$ cat config.mk
export PLATFORM = sky130hd
export DESIGN_NAME = pushbutton_debouncer_bank_flat
export DESIGN_NICKNAME = d
export VERILOG_FILES = /design/src/rtl/pushbutton_debouncer_bank_if.sv /design/src/rtl/pushbutton_debouncer_bank.sv /design/src/flat_wrapper.sv
export SDC_FILE = /design/constraint.sdc
export NUM_CORES = 1
export LEC_CHECK = 0
export CORE_MARGIN = 5
export CORE_UTILIZATION = 40
export DETAILED_ROUTE_END_ITERATION = 6
export HOLD_SLACK_MARGIN = 0.06
export MAX_ROUTING_LAYER = met4
export PLACE_DENSITY_LB_ADDON = 0.1
export SLEW_MARGIN = 40
export SYNTH_ARGS = -nofsm -noshare
export SYNTH_HDL_FRONTEND = slang
export SYNTH_SLANG_ARGS = --single-unit
export TNS_END_PERCENT = 30
$ cat constraint.sdc
create_clock -name clock27MHz -period 13 [get_ports clock27MHz]
set_input_delay 3.9 -clock clock27MHz [delete_from_list [all_inputs] [get_ports clock27MHz]]
set_output_delay 3.9 -clock clock27MHz [all_outputs]
set_load 0.01 [all_outputs]
$ cat src/rtl/pushbutton_debouncer_bank_if.sv
// Button bank bundle: raw pb_in towards the conditioner and the per-channel clean level and strobes back.
// The slave modport is the conditioner side; master is the consumer/stimulus side.
interface pushbutton_debouncer_bank_if #(
    parameter int CHANNELS = 4
);
    logic [CHANNELS-1:0] pb_in;
    logic [CHANNELS-1:0] pb_state;
    logic [CHANNELS-1:0] pb_down;
    logic [CHANNELS-1:0] pb_up;
    logic [CHANNELS-1:0] pb_long;
    logic [CHANNELS-1:0] pb_repeat;

    modport master (
        output pb_in,
        input  pb_state,
        input  pb_down,
        input  pb_up,
        input  pb_long,
        input  pb_repeat
    );

    modport slave (
        input  pb_in,
        output pb_state,
        output pb_down,
        output pb_up,
        output pb_long,
        output pb_repeat
    );
endinterface

$ cat src/rtl/pushbutton_debouncer_bank.sv
// Per-channel 2-flop sync, counter debounce, press/release strobes and IDLE/HOLD/REPEAT long-press FSM.
// Press/release latency 2^DEBOUNCE_W+2 edges; all outputs registered; no backpressure (strobes are fire-and-forget).
module pushbutton_debouncer_bank #(
    parameter int CHANNELS      = 4,
    parameter int DEBOUNCE_W    = 16,
    parameter bit ACTIVE_LOW    = 1'b1,
    parameter int HOLD_W        = 25,
    parameter int HOLD_CYCLES   = 27000000,
    parameter bit REPEAT_EN     = 1'b1,
    parameter int REPEAT_CYCLES = 5400000
) (
    input  logic                          clock27MHz,
    input  logic                          reset,
    pushbutton_debouncer_bank_if.slave    pb
);

    localparam logic [1:0] ST_IDLE   = 2'd0;
    localparam logic [1:0] ST_HOLD   = 2'd1;
    localparam logic [1:0] ST_REPEAT = 2'd2;

    localparam logic [HOLD_W-1:0] HOLD_LAST   = HOLD_W'(HOLD_CYCLES - 1);
    localparam logic [HOLD_W-1:0] REPEAT_LAST = HOLD_W'(REPEAT_CYCLES - 1);

    logic [CHANNELS-1:0] pb_norm;
    logic [CHANNELS-1:0] state_w;
    logic [CHANNELS-1:0] down_w;
    logic [CHANNELS-1:0] up_w;
    logic [CHANNELS-1:0] long_w;
    logic [CHANNELS-1:0] repeat_w;

    assign pb_norm = ACTIVE_LOW ? ~pb.pb_in : pb.pb_in;

    for (genvar ch = 0; ch < CHANNELS; ch++) begin : g_ch
        logic                  sync0_q;
        logic                  sync1_q;
        logic [DEBOUNCE_W-1:0] db_cnt_q;
        logic [DEBOUNCE_W-1:0] db_cnt_d;
        logic                  state_q;
        logic                  state_d;
        logic                  down_q;
        logic                  up_q;
        logic                  long_q;
        logic                  long_d;
        logic                  repeat_q;
        logic                  repeat_d;
        logic [1:0]            fsm_q;
        logic [1:0]            fsm_d;
        logic [HOLD_W-1:0]     hold_cnt_q;
        logic [HOLD_W-1:0]     hold_cnt_d;
        logic                  mismatch;
        logic                  toggle;
        logic                  rise;
        logic                  fall;

        // Counter wraps to 0 on its own on the accepting edge.
        assign mismatch = sync1_q != state_q;
        assign toggle   = mismatch && (&db_cnt_q);
        assign rise     = toggle && !state_q;
        assign fall     = toggle && state_q;
        assign db_cnt_d = mismatch ? db_cnt_q + 1'b1 : '0;
        assign state_d  = state_q ^ toggle;

        always_comb begin
            fsm_d      = fsm_q;
            hold_cnt_d = hold_cnt_q;
            long_d     = 1'b0;
            repeat_d   = 1'b0;
            if (fall) begin
                // Release wins over a coinciding terminal count.
                fsm_d      = ST_IDLE;
                hold_cnt_d = '0;
            end else begin
                case (fsm_q)
                    ST_IDLE: begin
                        hold_cnt_d = '0;
                        if (rise) begin
                            fsm_d = ST_HOLD;
                        end
                    end
                    ST_HOLD: begin
                        if (hold_cnt_q == HOLD_LAST) begin
                            long_d     = 1'b1;
                            hold_cnt_d = '0;
                            fsm_d      = ST_REPEAT;
                        end else begin
                            hold_cnt_d = hold_cnt_q + 1'b1;
                        end
                    end
                    ST_REPEAT: begin
                        if (REPEAT_EN) begin
                            if (hold_cnt_q == REPEAT_LAST) begin
                                repeat_d   = 1'b1;
                                hold_cnt_d = '0;
                            end else begin
                                hold_cnt_d = hold_cnt_q + 1'b1;
                            end
                        end else begin
                            hold_cnt_d = '0;
                        end
                    end
                    default: begin
                        fsm_d      = ST_IDLE;
                        hold_cnt_d = '0;
                    end
                endcase
            end
        end

        always_ff @(posedge clock27MHz or posedge reset) begin
            if (reset) begin
                sync0_q    <= 1'b0;
                sync1_q    <= 1'b0;
                db_cnt_q   <= '0;
                state_q    <= 1'b0;
                down_q     <= 1'b0;
                up_q       <= 1'b0;
                long_q     <= 1'b0;
                repeat_q   <= 1'b0;
                fsm_q      <= ST_IDLE;
                hold_cnt_q <= '0;
            end else begin
                sync0_q    <= pb_norm[ch];
                sync1_q    <= sync0_q;
                db_cnt_q   <= db_cnt_d;
                state_q    <= state_d;
                down_q     <= rise;
                up_q       <= fall;
                long_q     <= long_d;
                repeat_q   <= repeat_d;
                fsm_q      <= fsm_d;
                hold_cnt_q <= hold_cnt_d;
            end
        end

        assign state_w[ch]  = state_q;
        assign down_w[ch]   = down_q;
        assign up_w[ch]     = up_q;
        assign long_w[ch]   = long_q;
        assign repeat_w[ch] = repeat_q;
    end

    assign pb.pb_state  = state_w;
    assign pb.pb_down   = down_w;
    assign pb.pb_up     = up_w;
    assign pb.pb_long   = long_w;
    assign pb.pb_repeat = repeat_w;

endmodule

$ cat src/flat_wrapper.sv
// flat-port wrapper written by rule: the top's interface ports become plain ports
module pushbutton_debouncer_bank_flat 
#(
    parameter int CHANNELS      = 4,
    parameter int DEBOUNCE_W    = 16,
    parameter bit ACTIVE_LOW    = 1'b1,
    parameter int HOLD_W        = 25,
    parameter int HOLD_CYCLES   = 27000000,
    parameter bit REPEAT_EN     = 1'b1,
    parameter int REPEAT_CYCLES = 5400000
)
  (clock27MHz, reset, pb_pb_in, pb_pb_state, pb_pb_down, pb_pb_up, pb_pb_long, pb_pb_repeat);
  pushbutton_debouncer_bank_if #(.CHANNELS(CHANNELS)) pb_i ();
  input  logic clock27MHz;
  input  logic reset;
  input wire logic [$bits(pb_i.pb_in)-1:0] pb_pb_in;
  output wire logic [$bits(pb_i.pb_state)-1:0] pb_pb_state;
  output wire logic [$bits(pb_i.pb_down)-1:0] pb_pb_down;
  output wire logic [$bits(pb_i.pb_up)-1:0] pb_pb_up;
  output wire logic [$bits(pb_i.pb_long)-1:0] pb_pb_long;
  output wire logic [$bits(pb_i.pb_repeat)-1:0] pb_pb_repeat;
  assign pb_i.pb_in = pb_pb_in;
  assign pb_pb_state = pb_i.pb_state;
  assign pb_pb_down = pb_i.pb_down;
  assign pb_pb_up = pb_i.pb_up;
  assign pb_pb_long = pb_i.pb_long;
  assign pb_pb_repeat = pb_i.pb_repeat;
  pushbutton_debouncer_bank #(.CHANNELS(CHANNELS), .DEBOUNCE_W(DEBOUNCE_W), .ACTIVE_LOW(ACTIVE_LOW), .HOLD_W(HOLD_W), .HOLD_CYCLES(HOLD_CYCLES), .REPEAT_EN(REPEAT_EN), .REPEAT_CYCLES(REPEAT_CYCLES)) u_core (.clock27MHz(clock27MHz), .reset(reset), .pb(pb_i));
endmodule
==> flow_summary_export.csv, run 1 <==
group,metric,value,unit
worst_setup_path,critPathTopFamily,"buffers and inverters",
pwr,total_power,1.17,mW
timing,fmax,0.185,GHz
clocking,htreeDepth,4,
synth,syn_area,9820,sq um
worst_setup_path,cp.arrival,1.50,ns
global_routing,overflow,0,
worst_setup_path,path_class,"flop to primary output",
finish,syn_to_final_growth,11.2,%
route,drtPass1Iterations,4,
clocking,cts.repair.resized,0,
clocking,clock-sinks,200,
timing,worstMarginPinSlew,0.705,ns
worst_setup_path,slowest_stage,"clkdlybuf4s50_1",
floorplanning,initial_core_util,0.405,
flow_run,drv_cap,0,
route,vias_per_cell,5.04,
worst_setup_path,slowest_delay,0.59,ns
clocking,root_buffer,"clkbuf_16",
timing,tns,0,ns
pwr,total_leakage_power,4.35,nW
min_path,hp-class,"flop to flop",
floorplanning,ios,26,
worst_setup_path,path_cells,"clkdlybuf4s50_1",
placement,buffer_ports.inserted,25,
clocking,cts_buffer_depth,2,
finish,nets,1025,
synth,yosysTopAreaCell,"dfrtp_1",
finish,multiInputGateArea,4500,sq um
outcome,status,"completed",
timing,min_period,5.40,ns
finish,diodes,0,
pwr,switching_share,0.221,
route,detail_route.wl_per_cell,13.7,microns
route,first_iter_violations,452,
placement,gp_congestion,0.755,
route,routed_wl,18.2,mm
synth,syn_avg_cell_area,9.97,sq um
worst_setup_path,cp.depth,1,
pwr,switchingPower,0.259,mW
pwr,pwr-share-seq,0.539,
global_routing,grt_pass1_vias,6545,
pwr,internal_power,0.913,mW
global_routing,grt_use_total,0.141,
route,num_vias,6729,
floorplanning,dieArea,27800,sq um
timing,fin_worst_skew,0.0133,ns
synth,synth_area_leaders,"dfrtp_1 (51%), xor2_1 (7.0%), nor2_1 (6.4%)",
floorplanning,core-area,24200,sq um
synth,synthFlopType,"dfrtp_1",
floorplanning,fp.dieH,167,microns
synth,synth_fp_nets,1013,
floorplanning,die_w,167,microns
clocking,post_cts_buffers,0,
synth,synth_cell_type_count,54,
timing,hold_violations,0,
clocking,cts_tree,"done",
min_path,holdPathEnd,"u_core.g_ch[3].sync1_q$_DFF_PP0_",
timing,period_share,0.415,
worst_setup_path,path_buf_inv,1,
synth,yosysMostFrequentCell,"dfrtp_1",
global_routing,grt_pass1_wl,32.0,mm
min_path,min_path_cells,0,
clocking,ctsHoldBuffers,0,
worst_setup_path,reg2regPathDepth,5,
pwr,ir_drop,0.0000628,V
synth,synth_edf_count,0,
worst_setup_path,crit_path_max_fanout,5,
timing,grt_setup_unrepaired,"false",
clocking,clk_latency,0.43,ns
global_routing,antenna_found_initial,0,
timing,finalSetupViolCount,0,
timing,max_slew_margin,0.526,
route,final_antenna_net_count,0,
pwr,p_comb_frac,0.021,
global_routing,grt_max_degree,126,
worst_setup_path,rr_endpoint,"u_core.g_ch[3].hold_cnt_q[10]$_DFF_PP0_",
synth,yosys_warnings,0,
worst_setup_path,r2r-start,"u_core.g_ch[3].hold_cnt_q[21]$_DFF_PP0_",
timing,slew_violations,0,
pwr,clockPowerShare,0.440,
finish,regArea,5000,sq um
synth,ys_async_sr_fraction,1.00,
worst_setup_path,setup.worst_path.start_class,"flop",
min_path,min_from,"u_core.g_ch[3].sync0_q$_DFF_PP0_",
finish,drive_gt1_frac,0.0574,
synth,postSynthCellCount,985,
floorplanning,row_count,57,
worst_setup_path,r2r_slack,10.19,ns
pwr,power_density,107,nW/um^2
synth,yosys-top-cells-count,"dfrtp_1 (200), nor2_1 (168), xor2_1 (78), xnor2_1 (63), nand3_1 (61)",
synth,yosysTopAreaCellShare,0.510,
route,drcViolationCount,0,
clocking,cts_buffers,17,
worst_setup_path,end_kind,"primary output",
synth,ys_seq_area_frac,0.510,
placement,hpwlAfterDp,12.0,mm
finish,fillers,2350,
synth,ys_ff_latch,200,
worst_setup_path,required,9.10,ns
clocking,clkTransAtPathRegs,0.07,ns
-- per-layer routing --
layer | part of all wire | GRT usage | vias to the layer above
li1 | - | - | 3402
met1 | 0.50 | 0.191 | 3262
met2 | 0.46 | 0.219 | 52
met3 | 0.022 | 0.0270 | 13
met4 | 0.011 | 0.0388 | 0
met5 | 0 | - | -
-- per-stage QoR --
stage	hold WS, ns	utilization	worst slack [ns]	cells	instance area [sq um]
2_1_floorplan	0.331	-	3.65	985	9820
6_report	0.354	0.450	7.60	1334	10900
3_5_place_dp	0.338	0.427	7.28	1302	10300
4_1_cts	0.360	0.450	7.56	1334	10900
3_3_place_gp	0.335	0.425	6.82	1302	10300
5_1_grt	0.362	0.450	7.51	1334	10900
-- worst reg2reg max path, stage by stage (launching register included) --
cell and delay, ns:
dfrtp_1 0.41, or4b_1 0.52, or4_4 0.53, o41a_1 0.48, o211ai_4 0.60, nor2_1 0.13
-- placed cells by master, fill, tap and decap left out, types with 3 or more instances in the layout --
| cell type | n |
|---|---|
| and3b_1 | 3 |
| nor4_2 | 3 |
| nand4_1 | 48 |
| clkdlybuf4s50_1 | 25 |
| xnor2_1 | 62 |
| nand4b_1 | 3 |
| buf_4 | 3 |
| clkbuf_8 | 3 |
| nor3_1 | 26 |
| and4_1 | 18 |
| clkinvlp_4 | 3 |
| nand3b_1 | 3 |
| nor4b_1 | 6 |
| dfrtp_1 | 200 |
| nand3_1 | 61 |
| or2_2 | 3 |
| nor4_1 | 15 |
| clkinv_2 | 3 |
| nor3b_1 | 5 |
| inv_1 | 38 |
| xor2_1 | 78 |
| or4_1 | 5 |
| or3b_2 | 3 |
| and3_1 | 25 |
| ha_1 | 22 |
| a21oi_1 | 14 |
| or3_1 | 14 |
| a211oi_1 | 4 |
| clkbuf_16 | 17 |
| nor2b_1 | 6 |
| and2_1 | 7 |
| o21ai_0 | 15 |
| nor2_1 | 168 |
| mux2_2 | 4 |
| nand2_1 | 58 |
-- flip-flops by register name, indices dropped and copies added, names as in the netlist, named ones only --
signal / flops
u_core.g_ch.up_q: 4
u_core.g_ch.sync0_q: 4
u_core.g_ch.sync1_q: 4
u_core.g_ch.repeat_q: 4
u_core.g_ch.db_cnt_q: 64
u_core.g_ch.fsm_q: 8
u_core.g_ch.long_q: 4
u_core.g_ch.hold_cnt_q: 100
u_core.g_ch.down_q: 4
-- final cells by class --
class	count	area share
Inverter	39	0.0146
Clock inverter	10	0.00860
Multi-Input combinational cell	710	0.412
Clock buffer	22	0.0434
Tap cell	324	0.0371
Timing Repair Buffer	29	0.0260
Sequential cell	200	0.458
-- power by group through the flow --
stage	registers, mW	logic, mW	clock network, mW
6_report	0.631	0.0243	0.516
5_1_grt	0.632	0.0294	0.557
4_1_cts	0.631	0.0263	0.536
3_5_place_dp	0.643	0.0261	0
3_3_place_gp	0.643	0.0258	0
2_1_floorplan	0.642	0.0168	0
-- cell families after synthesis --
logic type / after synthesis / synth area share
flops: 200 / 0.510
simple gates: 490 / 0.258
fa+ha+maj: 22 / 0.0280
compound gates: 51 / 0.0349
buf+inv: 75 / 0.0373
xor+xnor: 141 / 0.126
mux: 6 / 0.00663
-- worst max path at each step --
| stage | endpoint |
|---|---|
| 2_1_floorplan | async pin |
| 3_3_place_gp | u_core.g_ch[3].db_cnt_q[9]$_DFF_PP0_ |
| 3_5_place_dp | u_core.g_ch[3].db_cnt_q[9]$_DFF_PP0_ |
| 4_1_cts | pb_pb_state[0] |
| 5_1_grt | u_core.g_ch[3].db_cnt_q[5]$_DFF_PP0_ |
| 6_report | pb_pb_state[0] |
Power figures use the tool's default switching activity.
==> run 2, diff against run 1 <==
- clock period: 13 -> 4.68 ns (I/O delays scaled with it)
==> flow_summary_export.csv, run 2 (same netlist as run 1, synthesis figures left out) <==
group,metric,value,unit
pwr,power_density,303,nW/um^2
clocking,cts.repair.resized,0,
clocking,clk_latency,0.43,ns
pwr,ir_drop,0.000170,V
clocking,htreeDepth,4,
finish,top_regs,"u_core.g_ch.hold_cnt_q: 100 flops, u_core.g_ch.db_cnt_q: 64 flops, u_core.g_ch.fsm_q: 8 flops",
route,routed_wl,18.0,mm
timing,tns,0,ns
route,vias_per_cell,5.05,
route,num_vias,6754,
placement,gp_congestion,0.779,
finish,layout.cells.non_filler,1337,
worst_setup_path,required,3.28,ns
worst_setup_path,path_class,"flop to primary output",
clocking,cts_tree,"done",
clocking,cts_buffers,17,
floorplanning,initial_core_util,0.405,
floorplanning,core-area,24200,sq um
global_routing,grt_use_total,0.140,
placement,hpwlAfterDp,11.8,mm
timing,min_period,2.85,ns
finish,fillers,2339,
pwr,total_leakage_power,4.38,nW
finish,stdcell_area,11000,sq um
finish,syn_to_final_growth,11.6,%
worst_setup_path,path_buf_inv,1,
timing,slew_violations,0,
global_routing,use_met3,0.0258,
worst_setup_path,slowest_delay,0.58,ns
min_path,hp-class,"flop to flop",
route,detail_route.wl_per_cell,13.4,microns
floorplanning,dieArea,27800,sq um
global_routing,antenna_found_initial,0,
finish,diodes,0,
global_routing,grt_pass1_wl,32.3,mm
clocking,root_buffer,"clkbuf_16",
timing,hold_violations,0,
timing,fmax,0.351,GHz
finish,largest_reg_flops,100,
flow_run,drv_cap,0,
worst_setup_path,cp.arrival,1.45,ns
global_routing,global_route.usage.met1,0.189,
timing,worstMarginPinSlew,0.719,ns
finish,layout_commonest_cell,"dfrtp_1",
timing,whs,0.350,ns
timing,finalWorstSetupSlack,1.83,ns
floorplanning,fp.dieH,167,microns
floorplanning,row_count,57,
worst_setup_path,setup.worst_path.start_class,"flop",
pwr,total_power,3.32,mW
timing,grt_setup_unrepaired,"false",
outcome,status,"completed",
clocking,clkTransAtPathRegs,0.07,ns
global_routing,grt_max_degree,85,
route,final_antenna_net_count,0,
finish,fin_util,0.452,
placement,buffer_ports.inserted,25,
clocking,ctsHoldBuffers,0,
worst_setup_path,crit_path_max_fanout,6,
finish,drive_gt1_frac,0.0592,
clocking,clock-sinks,200,
route,drtPass1Iterations,4,
floorplanning,die_w,167,microns
route,drcViolationCount,0,
clocking,post_cts_buffers,0,
floorplanning,ios,26,
finish,regMostFlops,"u_core.g_ch.hold_cnt_q",
timing,finalSetupViolCount,0,
placement,post-place-cells,1305,
global_routing,grt_pass1_vias,6668,
worst_setup_path,path_cells,"clkdlybuf4s50_1",
timing,period_share,0.609,
finish,nets,1028,
placement,dp_worst_setup_slack,1.79,ns
worst_setup_path,end_kind,"primary output",
clocking,cts_buffer_depth,2,
worst_setup_path,slowest_stage,"clkdlybuf4s50_1",
global_routing,grt_busiest_layer,"met2",
global_routing,met2_usage,0.216,
worst_setup_path,critPathTopFamily,"buffers and inverters",
timing,fin_worst_skew,0.0121,ns
finish,layout_common_cells,"dfrtp_1 (200), nor2_1 (168), xor2_1 (78), xnor2_1 (63), nand3_1 (61)",
route,first_iter_violations,438,
global_routing,overflow,0,
placement,dpl_cell_area,10400,sq um
timing,max_slew_margin,0.519,
run 2: layout make-up:
type,count,area (sq um),share of cell area
multi-input cells,710,4470,0.408
repair buffers,32,328,0.0299
flip-flops and latches,200,5000,0.457
inverters,39,150,0.0137
clock inverters,10,115,0.0105
clock buffers,22,484,0.0442
well taps,324,405,0.0370
run 2: power by group:
| part | internal [mW] | switching, mW |
|---|---|---|
| sequential | 1.74 | 0.0138 |
| clock | 0.849 | 0.649 |
| combinational | 0.0204 | 0.0499 |
| total | 2.61 | 0.713 |
run 2: final timing paths:
kind	slack, ns	cells after the start	endpoint	start
worst max-delay path	1.83	1	pb_pb_state[2]	flop
worst min-delay path	0.35	0	u_core.g_ch[2].sync1_q$_DFF_PP0_	u_core.g_ch[2].sync0_q$_DFF_PP0_
worst max register to register	1.86	5	u_core.g_ch[3].hold_cnt_q[17]$_DFF_PP0_	u_core.g_ch[3].hold_cnt_q[9]$_DFF_PP0_
worst min register to register	0.35	0	u_core.g_ch[2].sync1_q$_DFF_PP0_	u_core.g_ch[2].sync0_q$_DFF_PP0_
max in group asynchronous	2.49	3	u_core.g_ch[0].up_q$_DFF_PP0_	reset
min in group asynchronous	1.37	2	u_core.g_ch[2].repeat_q$_DFF_PP0_	reset
run 2: per-layer routing:
metal / share of wire / wire (microns)
met1: 0.50 / 9050
met2: 0.46 / 8290
met3: 0.020 / 352
met4: 0.014 / 259
met5: 0 / 0
==> run 3, diff against run 2 <==
- clock period: 4.68 -> 3 ns (I/O delays scaled with it)
==> flow_summary_export.csv, run 3 (same netlist as run 1, synthesis figures left out) <==
group,metric,value,unit
outcome,status,"completed",
finish,fin_util,0.453,
global_routing,overflow,0,
pwr,total_leakage_power,4.40,nW
finish,syn_to_final_growth,11.9,%
worst_setup_path,slowest_delay,0.51,ns
pwr,pwr-share-seq,0.543,
finish,fillers,2342,
worst_setup_path,r2r_slack,0.43,ns
clocking,root_buffer,"clkbuf_16",
worst_setup_path,r2r-start,"u_core.g_ch[0].hold_cnt_q[0]$_DFF_PP0_",
finish,nets,1036,
global_routing,grt_pass1_wl,32.3,mm
finish,stdcell_area,11000,sq um
floorplanning,dieArea,27800,sq um
timing,grt_setup_unrepaired,"false",
finish,drive_gt1_frac,0.0637,
clocking,ctsHoldBuffers,0,
floorplanning,ios,26,
timing,min_period,2.57,ns
worst_setup_path,path_buf_inv,0,
clocking,cts_buffer_depth,2,
floorplanning,fp.dieH,167,microns
min_path,holdPathEnd,"u_core.g_ch[1].sync1_q$_DFF_PP0_",
route,num_vias,6646,
timing,slew_violations,0,
finish,layout_common_cells,"dfrtp_1 (200), nor2_1 (168), xor2_1 (78), xnor2_1 (63), nand3_1 (61)",
floorplanning,core-area,24200,sq um
clocking,cts_buffers,17,
route,drtPass1Iterations,4,
clocking,clock-sinks,200,
timing,finalWorstSetupSlack,0.425,ns
route,routed_wl,18.0,mm
flow_run,drv_cap,0,
timing,fin_worst_skew,0.0151,ns
placement,dpl_cell_area,10400,sq um
finish,multiInputGateArea,4450,sq um
worst_setup_path,crit_path_max_fanout,5,
global_routing,grt_use_total,0.140,
floorplanning,die_w,167,microns
global_routing,grt_max_degree,59,
min_path,min_path_cells,0,
min_path,min_from,"u_core.g_ch[1].sync0_q$_DFF_PP0_",
placement,hpwlAfterDp,12.1,mm
timing,hold_violations,0,
timing,fmax,0.388,GHz
clocking,cts.repair.resized,0,
pwr,switching_share,0.233,
worst_setup_path,rr_endpoint,"u_core.g_ch[0].fsm_q[0]$_DFFE_PP0P_",
finish,diodes,0,
route,first_iter_violations,458,
finish,regArea,5000,sq um
pwr,internal_power,3.86,mW
finish,regMostFlops,"u_core.g_ch.hold_cnt_q",
clocking,clkTransAtPathRegs,0.07,ns
timing,finalSetupViolCount,0,
clocking,post_cts_buffers,0,
route,final_antenna_net_count,0,
pwr,p_comb_frac,0.023,
worst_setup_path,end_kind,"flop",
route,detail_route.wl_per_cell,13.4,microns
placement,gp_congestion,0.756,
floorplanning,row_count,57,
finish,layout_commonest_cell,"dfrtp_1",
timing,worstMarginPinSlew,0.677,ns
pwr,total_power,5.03,mW
pwr,switchingPower,1.17,mW
worst_setup_path,slowest_stage,"or4b_4",
finish,top_regs,"u_core.g_ch.hold_cnt_q: 100 flops, u_core.g_ch.db_cnt_q: 64 flops, u_core.g_ch.fsm_q: 8 flops",
worst_setup_path,critPathTopFamily,"simple AND/OR/NAND/NOR gates",
global_routing,grt_pass1_vias,6739,
worst_setup_path,path_cells,"ha_1, and4_1, or4b_4, o41ai_2, or3b_2, a22oi_1",
pwr,clockPowerShare,0.434,
route,drcViolationCount,0,
clocking,htreeDepth,4,
route,vias_per_cell,4.94,
floorplanning,initial_core_util,0.405,
finish,largest_reg_flops,100,
pwr,ir_drop,0.000296,V
global_routing,antenna_found_initial,0,
placement,buffer_ports.inserted,25,
worst_setup_path,required,3.34,ns
timing,period_share,0.858,
worst_setup_path,reg2regPathDepth,6,
pwr,power_density,458,nW/um^2
min_path,hp-class,"flop to flop",
timing,max_slew_margin,0.545,
worst_setup_path,cp.arrival,2.92,ns
worst_setup_path,setup.worst_path.start_class,"flop",
clocking,cts_tree,"done",
worst_setup_path,path_class,"flop to flop",
clocking,clk_latency,0.43,ns
placement,dp_worst_setup_slack,0.419,ns
-- run 3: power groups by stage --
stage / Clock [mW] / Combinational, mW / Sequential, mW
floorplan: 0 / 0.0733 / 2.78
global placement: 0 / 0.124 / 2.79
detailed placement: 0 / 0.124 / 2.79
CTS: 2.27 / 0.124 / 2.73
global route: 2.39 / 0.139 / 2.74
finish: 2.18 / 0.116 / 2.73
-- run 3: area by class of cell --
cell class,count,share of cell area
Clock buffer,18,0.0400
Inverter,39,0.0137
Tap cell,324,0.0369
Multi-Input combinational cell,710,0.405
Clock inverter,14,0.0112
Timing Repair Buffer,40,0.0376
Sequential cell,200,0.456
-- run 3: routing by layer --
metal  track usage  part of all wire
met5             -                 0
met4        0.0288            0.0071
met3        0.0301             0.019
met1         0.186              0.51
met2         0.222              0.46
-- run 3: worst max-delay path by stage --
stage / start / endpoint / slack [ns] / depth (start not counted)
floorplan: reset / async pin / -0.49 / 1
CTS: u_core.g_ch[3].hold_cnt_q[9]$_DFF_PP0_ / u_core.g_ch[3].hold_cnt_q[11]$_DFF_PP0_ / 0.42 / 6
finish: u_core.g_ch[0].hold_cnt_q[0]$_DFF_PP0_ / u_core.g_ch[0].fsm_q[0]$_DFFE_PP0P_ / 0.43 / 6
detailed placement: u_core.g_ch[0].hold_cnt_q[0]$_DFF_PP0_ / u_core.g_ch[0].fsm_q[1]$_DFFE_PP0P_ / 0.42 / 6
global placement: u_core.g_ch[3].hold_cnt_q[9]$_DFF_PP0_ / u_core.g_ch[3].hold_cnt_q[3]$_DFF_PP0_ / 0.45 / 6
global route: u_core.g_ch[0].hold_cnt_q[0]$_DFF_PP0_ / u_core.g_ch[0].fsm_q[0]$_DFFE_PP0P_ / 0.20 / 6
-- run 3: through the flow --
stage,hold slack [ns],instances,setup TNS [ns]
finish,0.351,1345,0
global route,0.356,1345,0
floorplan,0.331,985,-97.67
CTS,0.353,1345,0
detailed placement,0.337,1313,0
global placement,0.333,1313,0
-- run 3: worst reg2reg max path, cell delays in order, from the launching register on --
cell and delay (ns):
dfrtp_1 0.39, ha_1 0.21, and4_1 0.29, or4b_4 0.51
o41ai_2 0.45, or3b_2 0.47, a22oi_1 0.18
